==> config.mk <==
export PLATFORM = sky130hd
export DESIGN_NAME = extio_demux
export DESIGN_NICKNAME = d
export VERILOG_FILES = /design/src/rtl/extio_demux_pkg.sv /design/src/rtl/extio_tgt_fifo.sv /design/src/rtl/extio_demux.sv
export SDC_FILE = /design/constraint.sdc
export NUM_CORES = 1
export LEC_CHECK = 0
export CAP_MARGIN = 10
export CORE_AREA = 2 2 267 269
export CTS_CLUSTER_SIZE = 24
export DETAILED_ROUTE_END_ITERATION = 7
export DIE_AREA = 0 0 269 271
export SLEW_MARGIN = 20
export SYNTH_ARGS = -nofsm -noshare
export SYNTH_HDL_FRONTEND = slang
export SYNTH_HIERARCHICAL = 1
export SYNTH_SLANG_ARGS = --single-unit
==> constraint.sdc <==
create_clock -name clk_i -period 7.4 [get_ports clk_i]
set_clock_uncertainty 0.1 [all_clocks]
set_input_delay 0.74 -clock clk_i [delete_from_list [all_inputs] [get_ports clk_i]]
set_output_delay 0.74 -clock clk_i [all_outputs]
set_load 0.005 [all_outputs]
==> src/rtl/extio_demux_pkg.sv <==
// rtl/extio_demux_pkg.sv - ExtIO address-map constants, target encoding and address decoder
package extio_demux_pkg;

    typedef enum logic [2:0] {
        GPIO     = 3'd0,
        UART     = 3'd1,
        SPI      = 3'd2,
        ETHERNET = 3'd3,
        BOOT     = 3'd4
    } axi_extio_t;

    localparam int unsigned ExtIOSelLsb      = 24;
    localparam int unsigned ExtIOSelWidth    = 4;
    localparam int unsigned ExtIOOffsetWidth = 16;
    localparam int unsigned ExtIORegionLsb   = ExtIOSelLsb + ExtIOSelWidth;

    typedef logic [2:0] extio_tgt_t;
    localparam extio_tgt_t ExtIOErrTgt = 3'd5;

    // Only the bits above the peripheral offset take part in routing.
    function automatic extio_tgt_t extio_decode(input logic [63:ExtIOOffsetWidth] addr,
                                                input int unsigned nr_slv);
        logic [ExtIOSelWidth-1:0] sel;
        logic                     hit;
        sel = addr[ExtIOSelLsb +: ExtIOSelWidth];
        hit = (addr[63:ExtIORegionLsb] == 36'h4)
            && (32'(sel) < nr_slv)
            && (addr[ExtIOSelLsb-1:ExtIOOffsetWidth] == '0);
        return hit ? extio_tgt_t'(sel) : ExtIOErrTgt;
    endfunction

endpackage

==> src/rtl/extio_tgt_fifo.sv <==
// rtl/extio_tgt_fifo.sv - in-order FIFO of outstanding ExtIO targets with last-pushed tracking
module extio_tgt_fifo
    import extio_demux_pkg::*;
#(
    parameter int unsigned Depth = 4
) (
    input  logic       clk_i,
    input  logic       rst_ni,
    input  logic       push_i,
    input  extio_tgt_t data_i,
    input  logic       pop_i,
    output extio_tgt_t head_o,
    output extio_tgt_t last_o,
    output logic       full_o,
    output logic       empty_o
);

    localparam int unsigned PtrW = $clog2(Depth);
    localparam int unsigned CntW = $clog2(Depth + 1);

    extio_tgt_t      mem_q [Depth];
    extio_tgt_t      last_q;
    logic [PtrW-1:0] wr_ptr_q;
    logic [PtrW-1:0] rd_ptr_q;
    logic [CntW-1:0] cnt_q;
    logic            do_push;
    logic            do_pop;

    assign full_o  = (cnt_q == CntW'(Depth));
    assign empty_o = (cnt_q == '0);
    assign do_push = push_i & ~full_o;
    assign do_pop  = pop_i & ~empty_o;
    assign head_o  = mem_q[rd_ptr_q];
    assign last_o  = last_q;

    // Depth is a power of two, so the pointers wrap naturally.
    always_ff @(posedge clk_i or negedge rst_ni) begin
        if (!rst_ni) begin
            for (int i = 0; i < int'(Depth); i++) begin
                mem_q[i] <= ExtIOErrTgt;
            end
            last_q   <= ExtIOErrTgt;
            wr_ptr_q <= '0;
            rd_ptr_q <= '0;
            cnt_q    <= '0;
        end else begin
            if (do_push) begin
                mem_q[wr_ptr_q] <= data_i;
                last_q          <= data_i;
                wr_ptr_q        <= wr_ptr_q + 1'b1;
            end
            if (do_pop) begin
                rd_ptr_q <= rd_ptr_q + 1'b1;
            end
            case ({do_push, do_pop})
                2'b10:   cnt_q <= cnt_q + 1'b1;
                2'b01:   cnt_q <= cnt_q - 1'b1;
                default: cnt_q <= cnt_q;
            endcase
        end
    end

endmodule

==> src/rtl/extio_demux.sv <==
// rtl/extio_demux.sv - ExtIO request/response demux; EXTIO_TIMEOUT_EN adds the head-of-line watchdog
module extio_demux
    import extio_demux_pkg::*;
#(
    parameter int unsigned NrSlv          = 5,
    parameter int unsigned MaxOutstanding = 4,
    parameter int unsigned DataWidth      = 64,
    parameter int unsigned TimeoutCycles  = 1024
) (
    input  logic                       clk_i,
    input  logic                       rst_ni,
    input  logic                       req_i,
    output logic                       gnt_o,
    input  logic [63:0]                addr_i,
    input  logic                       we_i,
    input  logic [DataWidth-1:0]       wdata_i,
    input  logic [DataWidth/8-1:0]     be_i,
    output logic                       rvalid_o,
    output logic [DataWidth-1:0]       rdata_o,
    output logic                       err_o,
    output logic [NrSlv-1:0]           slv_req_o,
    input  logic [NrSlv-1:0]           slv_gnt_i,
    output logic [63:0]                slv_addr_o,
    output logic                       slv_we_o,
    output logic [DataWidth-1:0]       slv_wdata_o,
    output logic [DataWidth/8-1:0]     slv_be_o,
    input  logic [NrSlv-1:0]           slv_rvalid_i,
    input  logic [NrSlv*DataWidth-1:0] slv_rdata_i,
    input  logic [NrSlv-1:0]           slv_err_i
);

    localparam int unsigned StaleW = $clog2(MaxOutstanding + 1);

    if (TimeoutCycles < 2 || MaxOutstanding < 2 || NrSlv > 5
        || (MaxOutstanding & (MaxOutstanding - 1)) != 0) begin : g_bad_cfg
        $error("extio_demux: unsupported parameter set");
    end

    extio_tgt_t          req_tgt;
    extio_tgt_t          head_tgt;
    extio_tgt_t          last_tgt;
    logic                fifo_full;
    logic                fifo_empty;
    logic                allowed;
    logic                push;
    logic                pop;
    logic [StaleW-1:0]   stale_q [NrSlv];
    logic [DataWidth-1:0] slv_rdata [NrSlv];

    for (genvar g = 0; g < NrSlv; g++) begin : g_rdata
        assign slv_rdata[g] = slv_rdata_i[g*DataWidth +: DataWidth];
    end

    assign req_tgt     = extio_decode(addr_i[63:ExtIOOffsetWidth], NrSlv);
    assign slv_addr_o  = addr_i;
    assign slv_we_o    = we_i;
    assign slv_wdata_o = wdata_i;
    assign slv_be_o    = be_i;

    extio_tgt_fifo #(
        .Depth (MaxOutstanding)
    ) i_tgt_fifo (
        .clk_i   (clk_i),
        .rst_ni  (rst_ni),
        .push_i  (push),
        .data_i  (req_tgt),
        .pop_i   (pop),
        .head_o  (head_tgt),
        .last_o  (last_tgt),
        .full_o  (fifo_full),
        .empty_o (fifo_empty)
    );

    // Requests only join the queue behind the same target, so responses can never reorder.
    always_comb begin
        allowed   = rst_ni & ~fifo_full & (fifo_empty | (req_tgt == last_tgt));
        slv_req_o = '0;
        gnt_o     = 1'b0;
        if (req_tgt == ExtIOErrTgt) begin
            gnt_o = allowed;
        end else begin
            for (int s = 0; s < int'(NrSlv); s++) begin
                if (req_tgt == extio_tgt_t'(s)) begin
                    slv_req_o[s] = req_i & allowed;
                    gnt_o        = slv_gnt_i[s] & allowed;
                end
            end
        end
        push = req_i & gnt_o;
    end

`ifdef EXTIO_TIMEOUT_EN
    localparam int unsigned       TmoW     = $clog2(TimeoutCycles);
    localparam logic [TmoW-1:0]   TmoLast  = TmoW'(TimeoutCycles - 1);
    localparam logic [StaleW-1:0] StaleMax = StaleW'(MaxOutstanding);

    logic [TmoW-1:0]  tmo_cnt_q;
    logic             tmo_fire;
    logic [NrSlv-1:0] stale_inc;
    logic [NrSlv-1:0] stale_dec;
`endif

    always_comb begin
        rvalid_o = 1'b0;
        rdata_o  = '0;
        err_o    = 1'b0;
        pop      = 1'b0;
`ifdef EXTIO_TIMEOUT_EN
        tmo_fire = 1'b0;
`endif
        if (rst_ni && !fifo_empty) begin
            if (head_tgt == ExtIOErrTgt) begin
                rvalid_o = 1'b1;
                err_o    = 1'b1;
                pop      = 1'b1;
            end else begin
                for (int s = 0; s < int'(NrSlv); s++) begin
                    if (head_tgt == extio_tgt_t'(s) && slv_rvalid_i[s] && stale_q[s] == '0) begin
                        rvalid_o = 1'b1;
                        rdata_o  = slv_rdata[s];
                        err_o    = slv_err_i[s];
                        pop      = 1'b1;
                    end
                end
`ifdef EXTIO_TIMEOUT_EN
                if (!pop && tmo_cnt_q == TmoLast) begin
                    rvalid_o = 1'b1;
                    err_o    = 1'b1;
                    pop      = 1'b1;
                    tmo_fire = 1'b1;
                end
`endif
            end
        end
    end

`ifdef EXTIO_TIMEOUT_EN
    // A non-popping, non-empty queue always has a silent slave at its head.
    always_ff @(posedge clk_i or negedge rst_ni) begin
        if (!rst_ni) begin
            tmo_cnt_q <= '0;
        end else if (fifo_empty || pop) begin
            tmo_cnt_q <= '0;
        end else begin
            tmo_cnt_q <= tmo_cnt_q + 1'b1;
        end
    end

    always_comb begin
        stale_inc = '0;
        stale_dec = '0;
        for (int s = 0; s < int'(NrSlv); s++) begin
            stale_inc[s] = tmo_fire && head_tgt == extio_tgt_t'(s) && stale_q[s] != StaleMax;
            stale_dec[s] = slv_rvalid_i[s] && stale_q[s] != '0;
        end
    end

    // Each timed-out request owes one late response that must be swallowed.
    always_ff @(posedge clk_i or negedge rst_ni) begin
        if (!rst_ni) begin
            for (int s = 0; s < int'(NrSlv); s++) begin
                stale_q[s] <= '0;
            end
        end else begin
            for (int s = 0; s < int'(NrSlv); s++) begin
                if (stale_inc[s] && !stale_dec[s]) begin
                    stale_q[s] <= stale_q[s] + 1'b1;
                end else if (stale_dec[s] && !stale_inc[s]) begin
                    stale_q[s] <= stale_q[s] - 1'b1;
                end
            end
        end
    end
`else
    always_comb begin
        for (int s = 0; s < int'(NrSlv); s++) begin
            stale_q[s] = '0;
        end
    end
`endif

    for (genvar g = 0; g < NrSlv; g++) begin : g_rsp_chk
        a_rsp_from_head: assert property (@(posedge clk_i) disable iff (!rst_ni)
            (slv_rvalid_i[g] && stale_q[g] == '0) |-> (!fifo_empty && head_tgt == extio_tgt_t'(g)));
    end

endmodule
* Yosys cells after proc, flatten, opt, wreduce, memory -nomap -nowiden
Cells that the tools add are included.
** Cells by class
- Add/sub/neg operators :: 4
- $mul :: 0
- Div/mod/pow operators :: 0
- Magnitude comparators :: 4
- Equality and inequality tests :: 15
- Shift-type cells :: 0
- Muxes and demuxes :: 41
- Bitwise operators :: 16
- Reduce and logical (&&, ||, !) cells :: 15
** Operators by type and width (number)
- two-way mux 64 bit :: 7
- == test 36 x 3 -> 1 bit, second input constant :: 1
- two-way mux 1 bit :: 25
- == test 3 bit, second input constant :: 5
- bitwise mux 12 bit :: 1
- == test 3 x 2 -> 1 bit, second input constant :: 4
- two-way mux 3 bit :: 4
- bitwise AND 1 bit :: 11
- logical AND 1 bit :: 9
- zero test 3 bit :: 3
- zero test 8 bit :: 1
- binary-select mux 3 bit (select 2 bit) :: 1
- demux 3 bit (select 2 bit) :: 1
- == test 3 x 1 -> 1 bit, second input constant :: 2
- greater-or-equal comparator 3 bit, second input constant :: 2
- NOT 2 -> 3 bit :: 2
- case mux 3 bit (2 select lines) :: 1
- two-way mux 5 bit :: 1
- adder 2 x 1 -> 2 bit, second input constant :: 2
- less-than comparator 4 x 3 -> 1 bit, second input constant :: 1
- adder 3 x 1 -> 3 bit, second input constant :: 1
- == test 3 bit :: 1
- less-than comparator 3 x 1 -> 1 bit, second input constant :: 1
- subtractor 3 x 1 -> 3 bit, second input constant :: 1
- 6 further kinds :: 7
** Storage, ports and cells
- Bits in registers :: 22
- Bits in latches :: 0
- Bits in writable memories :: 0
- ROM bits :: 0
- Input bits :: 475
- Output and inout bits :: 209
- Memories kept :: 0

* Longest topological paths before layout
- Word-level depth :: 18
- Depth in mapped cells :: 14
- Depth with buffers taken out :: 12

* Hierarchy
The synthesis kept the hierarchy.
** By module, submodules not included
- extio_demux :: times used 1, cells each 518, area an instance 3543.4 µm², sequential area each 0.0 µm²
- extio_tgt_fifo :: times used 1, cells each 75, area an instance 1082.3 µm², sequential area each 563.0 µm²

* Least setup slack after synthesis
No wires, ideal clock.
- Kind :: input-to-reg
- Start point :: input addr_i[27]
- End point :: register i_tgt_fifo.cnt_q[2]
- Arrival time :: 3.667 ns
- Required time :: 7.175 ns
- Path slack :: 3.508 ns
- Cell stages on the path :: 13
- Buffers on the path :: 1
- Cells stage by stage :: nor4_1 nand3_1 nor4_2 mux2_2 nor4b_1 nand2b_1 buf_6 ha_1 inv_1 fa_1 xor2_1 nor2_1 xor2_1
** Between the ends
- Cells in the longest elaborated chain, start to end :: 18
- Elaborated cells between the ends (all ways) :: 30
** RTL lines
- start: declaration :: line extio_demux.sv:14 : input logic [63:0] addr_i,
- less-than comparator 4 x 3 -> 1 bit (*) :: line extio_demux_pkg.sv:27 : && (32'(sel) < nr_slv)
- logical AND 1 bit (*) :: line extio_demux_pkg.sv:27
- logical AND 1 bit (*) :: line extio_demux_pkg.sv:28 : && (addr[ExtIOSelLsb-1:ExtIOOffsetWidth] == '0);
- two-way mux 3 bit (*) :: line extio_demux_pkg.sv:29 : return hit ? extio_tgt_t'(sel) : ExtIOErrTgt;
- net req_tgt[1] :: line extio_demux.sv:39 : extio_tgt_t req_tgt;
- == test 3 bit :: line extio_demux.sv:76 : allowed = rst_ni & ~fifo_full & (fifo_empty | (req_tgt == last_tgt));
- bitwise OR 1 bit :: line extio_demux.sv:76
- bitwise AND 1 bit :: line extio_demux.sv:76
- bitwise AND 1 bit :: line extio_demux.sv:85 : gnt_o = slv_gnt_i[s] & allowed;
- two-way mux 1 bit (5 in a row) :: line extio_demux.sv:83 : if (req_tgt == extio_tgt_t'(s)) begin
- two-way mux 1 bit (*) :: line extio_demux.sv:79 : if (req_tgt == ExtIOErrTgt) begin
- bitwise AND 1 bit (*) :: line extio_demux.sv:89 : push = req_i & gnt_o;
- net push :: line extio_demux.sv:45 : logic push;
- bitwise AND 1 bit (*) :: line extio_tgt_fifo.sv:31 : assign do_push = push_i & ~full_o;
- == test 2 x 1 -> 1 bit / == test 2 bit (equally long branches) :: line extio_tgt_fifo.sv:55 : case ({do_push, do_pop})
- case mux 3 bit (2 select lines) / nonzero test 2 bit (equally long branches)
- end signal: assignment :: line extio_tgt_fifo.sv:56 : 2'b10: cnt_q <= cnt_q + 1'b1;
- end signal: assignment :: line extio_tgt_fifo.sv:57 : 2'b01: cnt_q <= cnt_q - 1'b1;
- end signal: assignment :: line extio_tgt_fifo.sv:58 : default: cnt_q <= cnt_q;
- end: declaration :: line extio_tgt_fifo.sv:25 : logic [CntW-1:0] cnt_q;
The timed path passes the listed nets; every way through them passes the cells marked *.
A chain may end at the register's enable or synchronous reset.

* Worst setup path after layout
- Start point :: register i_tgt_fifo.rd_ptr_q[0]
- End point :: output rdata_o[52]
** Between the ends
- Cells in the longest elaborated chain, start to end :: 13
- Elaborated cells between the ends (all ways) :: 22
** RTL lines
- start: declaration :: line extio_tgt_fifo.sv:24 : logic [PtrW-1:0] rd_ptr_q;
- start signal: assignment :: line extio_tgt_fifo.sv:53 : rd_ptr_q <= rd_ptr_q + 1'b1;
- NOT 2 -> 3 bit (implied by the code) (*) :: line extio_tgt_fifo.sv:33 : assign head_o = mem_q[rd_ptr_q];
- binary-select mux 3 bit (select 2 bit) (*) :: line extio_tgt_fifo.sv:33
- two-way mux 3 bit (implied by the code) (*) (2 in a row) :: line extio_tgt_fifo.sv:33
- net head_tgt[0] :: line extio_demux.sv:40 : extio_tgt_t head_tgt;
- zero test 3 bit :: line extio_demux.sv:118 : if (head_tgt == extio_tgt_t'(s) && slv_rvalid_i[s] && stale_q[s] == '0) begin
- logical AND 1 bit :: line extio_demux.sv:118
- two-way mux 64 bit (5 in a row) :: line extio_demux.sv:118
- two-way mux 64 bit (*) :: line extio_demux.sv:112 : if (head_tgt == ExtIOErrTgt) begin
- two-way mux 64 bit (*) :: line extio_demux.sv:111 : if (rst_ni && !fifo_empty) begin
- end: declaration :: line extio_demux.sv:19 : output logic [DataWidth-1:0] rdata_o,
The timed path passes the listed nets; every way through them passes the cells marked *. The select of a mux whose other input is x is not followed.

==> results.tsv <==
metric	value	unit
drt-pass1-iter-count	6	
syn_area	0.00463	mm²
leakagePower	3.03	nW
fp.dieW	269	µm
setup_viol	0	
dr_total_vias	6474	
max_slew_margin	43.4	%
root_buffer	clkbuf_16	
critPathMaxStageDelay	730	ps
rsz0062_at_grt	no	
tightestPinTransition	837	ps
worstPathRequired	6560	ps
start_util	6.63	%
ys_seq_elements	22	
crit_path_start	i_tgt_fifo/rd_ptr_q[0]	
yosysUniqueCellTypes	48	
num_rows	97	
start_kind	register	
fin_crit_sh	70.3	%
grt_max_degree	65	
grt_use_met3	3.62	%
path_cells	mux4_2, nand4bb_4, nand2_4, a221o_1, o221ai_1, a21oi_1, clkdlybuf4s50_1	
grt_pass1_wl	44700	µm
ant_nets	0	
crit_buf_inv	1	
path_max_fanout	46	
grt_pass1_vias	6377	
seq_area_frac_synth	12.2	%
ios	684	
clk_latency	250	ps
ys_warn_count	6	
busiest_layer	met2	
grt.overflow.total	0	
critical_path_class	register to primary output	
hold_buffers	0	
fin_util	14.1	%
postLayoutCellArea	0.00985	mm²
worst_ep_arrival_time	4360	ps
viasPerCell	3.46	
cts_sinks	22	
die_area	0.0729	mm²
r2r_start	i_tgt_fifo/rd_ptr_q[0]	
maxSlewViolCount	0	
syn_area_per_cell	7.80	µm²
cts_resized	0	
initialDrtViolationCount	263	
setup_tns	0	ps
antenna_found_initial	27	
port_buffers	505	
crit_slowest_cell	nand2_4	
holdWs	415	ps
ir_drop	0.191	mV
wl	35400	µm
power.density	152	mW/mm²
maxCapViolCount	0	
min_from	i_tgt_fifo/mem_q[4]	
nNetsFinal	1403	
core	0.0698	mm²
cts_tree	yes	
post_cts_buffers	0	
cts.htree.levels	1	
min_period	5200	ps
use_met2	14.0	%
final_cell_mix	clkdlybuf4s50_1, nand2_1, a21oi_1	
numCtsBuffers	3	
syn-num-nets	1074	
fp.dieH	271	µm
drive_gt1_share	6.51	%
syn_inst	593	
path_clk_slew	60	ps
place_area	0.00975	mm²
area_growth	113	%
async_flop_share	100	%
drcViolationCount	0	
nFillCells	7873	
use_met1	9.71	%
cts_max_path_buffers	2	
min_path_type	register to register	
fmax	192	MHz
dp_hpwl	29900	µm
grt_usage	8.58	%
final_common_cell	clkdlybuf4s50_1	
routabilityCongestion	0.993	
end_kind	primary output	
cpLargestDelayFamily	simple AND/OR/NAND/NOR gates	
status	completed	
synth-edff-count	0	
synth_flop_cell	dfrtp_1	
final_hold_viol_count	0	
wl_per_cell	18.9	µm
[logic make-up (layout without fill, tap and decap cells)]
logic type               count (synthesis)  in the layout  share of synthesized area (%)
buffers and inverters                  198            526                           27.7
multiplexers                            23             23                           6.68
adder cells (fa/ha/maj)                  6              6                           1.79
AND/OR/NAND/NOR                        133            133                           15.6
flip-flops                              22             22                           12.2
other                                    0             11                              0
XOR/XNOR                                 7              7                           1.33
AO/OA/AOI/OAI                          204            204                           34.7
[stage by stage]
step	cells	worst slack, ps	total power [mW]
6_report	1872	2200	1.50
5_1_grt	1871	1880	1.60
4_1_cts	1861	2080	1.51
3_5_place_dp	1857	1890	1.39
3_3_place_gp	1857	2100	1.37
2_1_floorplan	593	3510	0.835
[flip-flops by register name (all words and copies together), names as in the netlist]
register             flops
i_tgt_fifo/cnt_q         3
i_tgt_fifo/last_o        3
i_tgt_fifo/mem_q        12
i_tgt_fifo/rd_ptr_q      2
i_tgt_fifo/wr_ptr_q      2
[worst register-to-register path, delay by kind of cell (launching register included)]
| kind | cells | cell delay [ps] |
|---|---|---|
| and+or+nand+nor | 4 | 1560 |
| AOI/OAI and AO/OA | 2 | 740 |
| muxes | 1 | 640 |
| adders and majority gates | 2 | 580 |
| DFF | 1 | 500 |
| xor gates and xnor gates | 2 | 310 |
| buffers and inverters | 1 | 70 |
[per-layer routing]
metal	vias to the layer above	share of wire [%]	routed length (µm)
met5	-	0.37	130
met3	56	12	4330
met2	531	44	15600
met1	3055	39	13800
li1	2826	-	-
met4	6	4.2	1490
[final timing paths]
| kind | end | slack [ps] | depth (start not counted) |
|---|---|---|---|
| worst max-delay path | rdata_o[52] | 2200 | 7 |
| worst min-delay path | i_tgt_fifo/mem_q[4] | 420 | 1 |
| worst max register to register | i_tgt_fifo/cnt_q[2] | 2850 | 12 |
| worst min register to register | i_tgt_fifo/mem_q[4] | 420 | 1 |
| max in group asynchronous | i_tgt_fifo/mem_q[8] | 6180 | 2 |
| min in group asynchronous | i_tgt_fifo/cnt_q[2] | 740 | 2 |
[where the power goes]
group	total [mW]	internal [mW]	switching (mW)
logic	1.17	0.594	0.573
clock network	0.114	0.0734	0.0406
registers	0.220	0.177	0.0434
[synth_stat cells (6+ instances only)]
cell type	number	area, µm²
a21oi_1	67	335
o221ai_1	64	561
nor4_1	10	62.6
buf_2	13	65.1
buf_4	137	1030
a221o_1	64	641
inv_1	8	30.0
nand2_1	73	274
dfrtp_1	12	300
nor2_1	14	52.6
buf_1	8	30.0
dfstp_2	10	263
clkbuf_1	31	116
nor3_1	6	30.0
mux2_2	13	146
[layout make-up]
| type | count | area, µm² | share of cell area, % |
|---|---|---|---|
| timing repair buffer | 514 | 5150 | 52.2 |
| sequential | 22 | 563 | 5.71 |
| tap | 940 | 1180 | 11.9 |
| antenna | 11 | 27.5 | 0.279 |
| clock buffer | 4 | 78.8 | 0.800 |
| inverter | 8 | 30.0 | 0.305 |
| multi-input combinational | 373 | 2830 | 28.7 |
No activity file was read; power rests on OpenSTA's default activity.
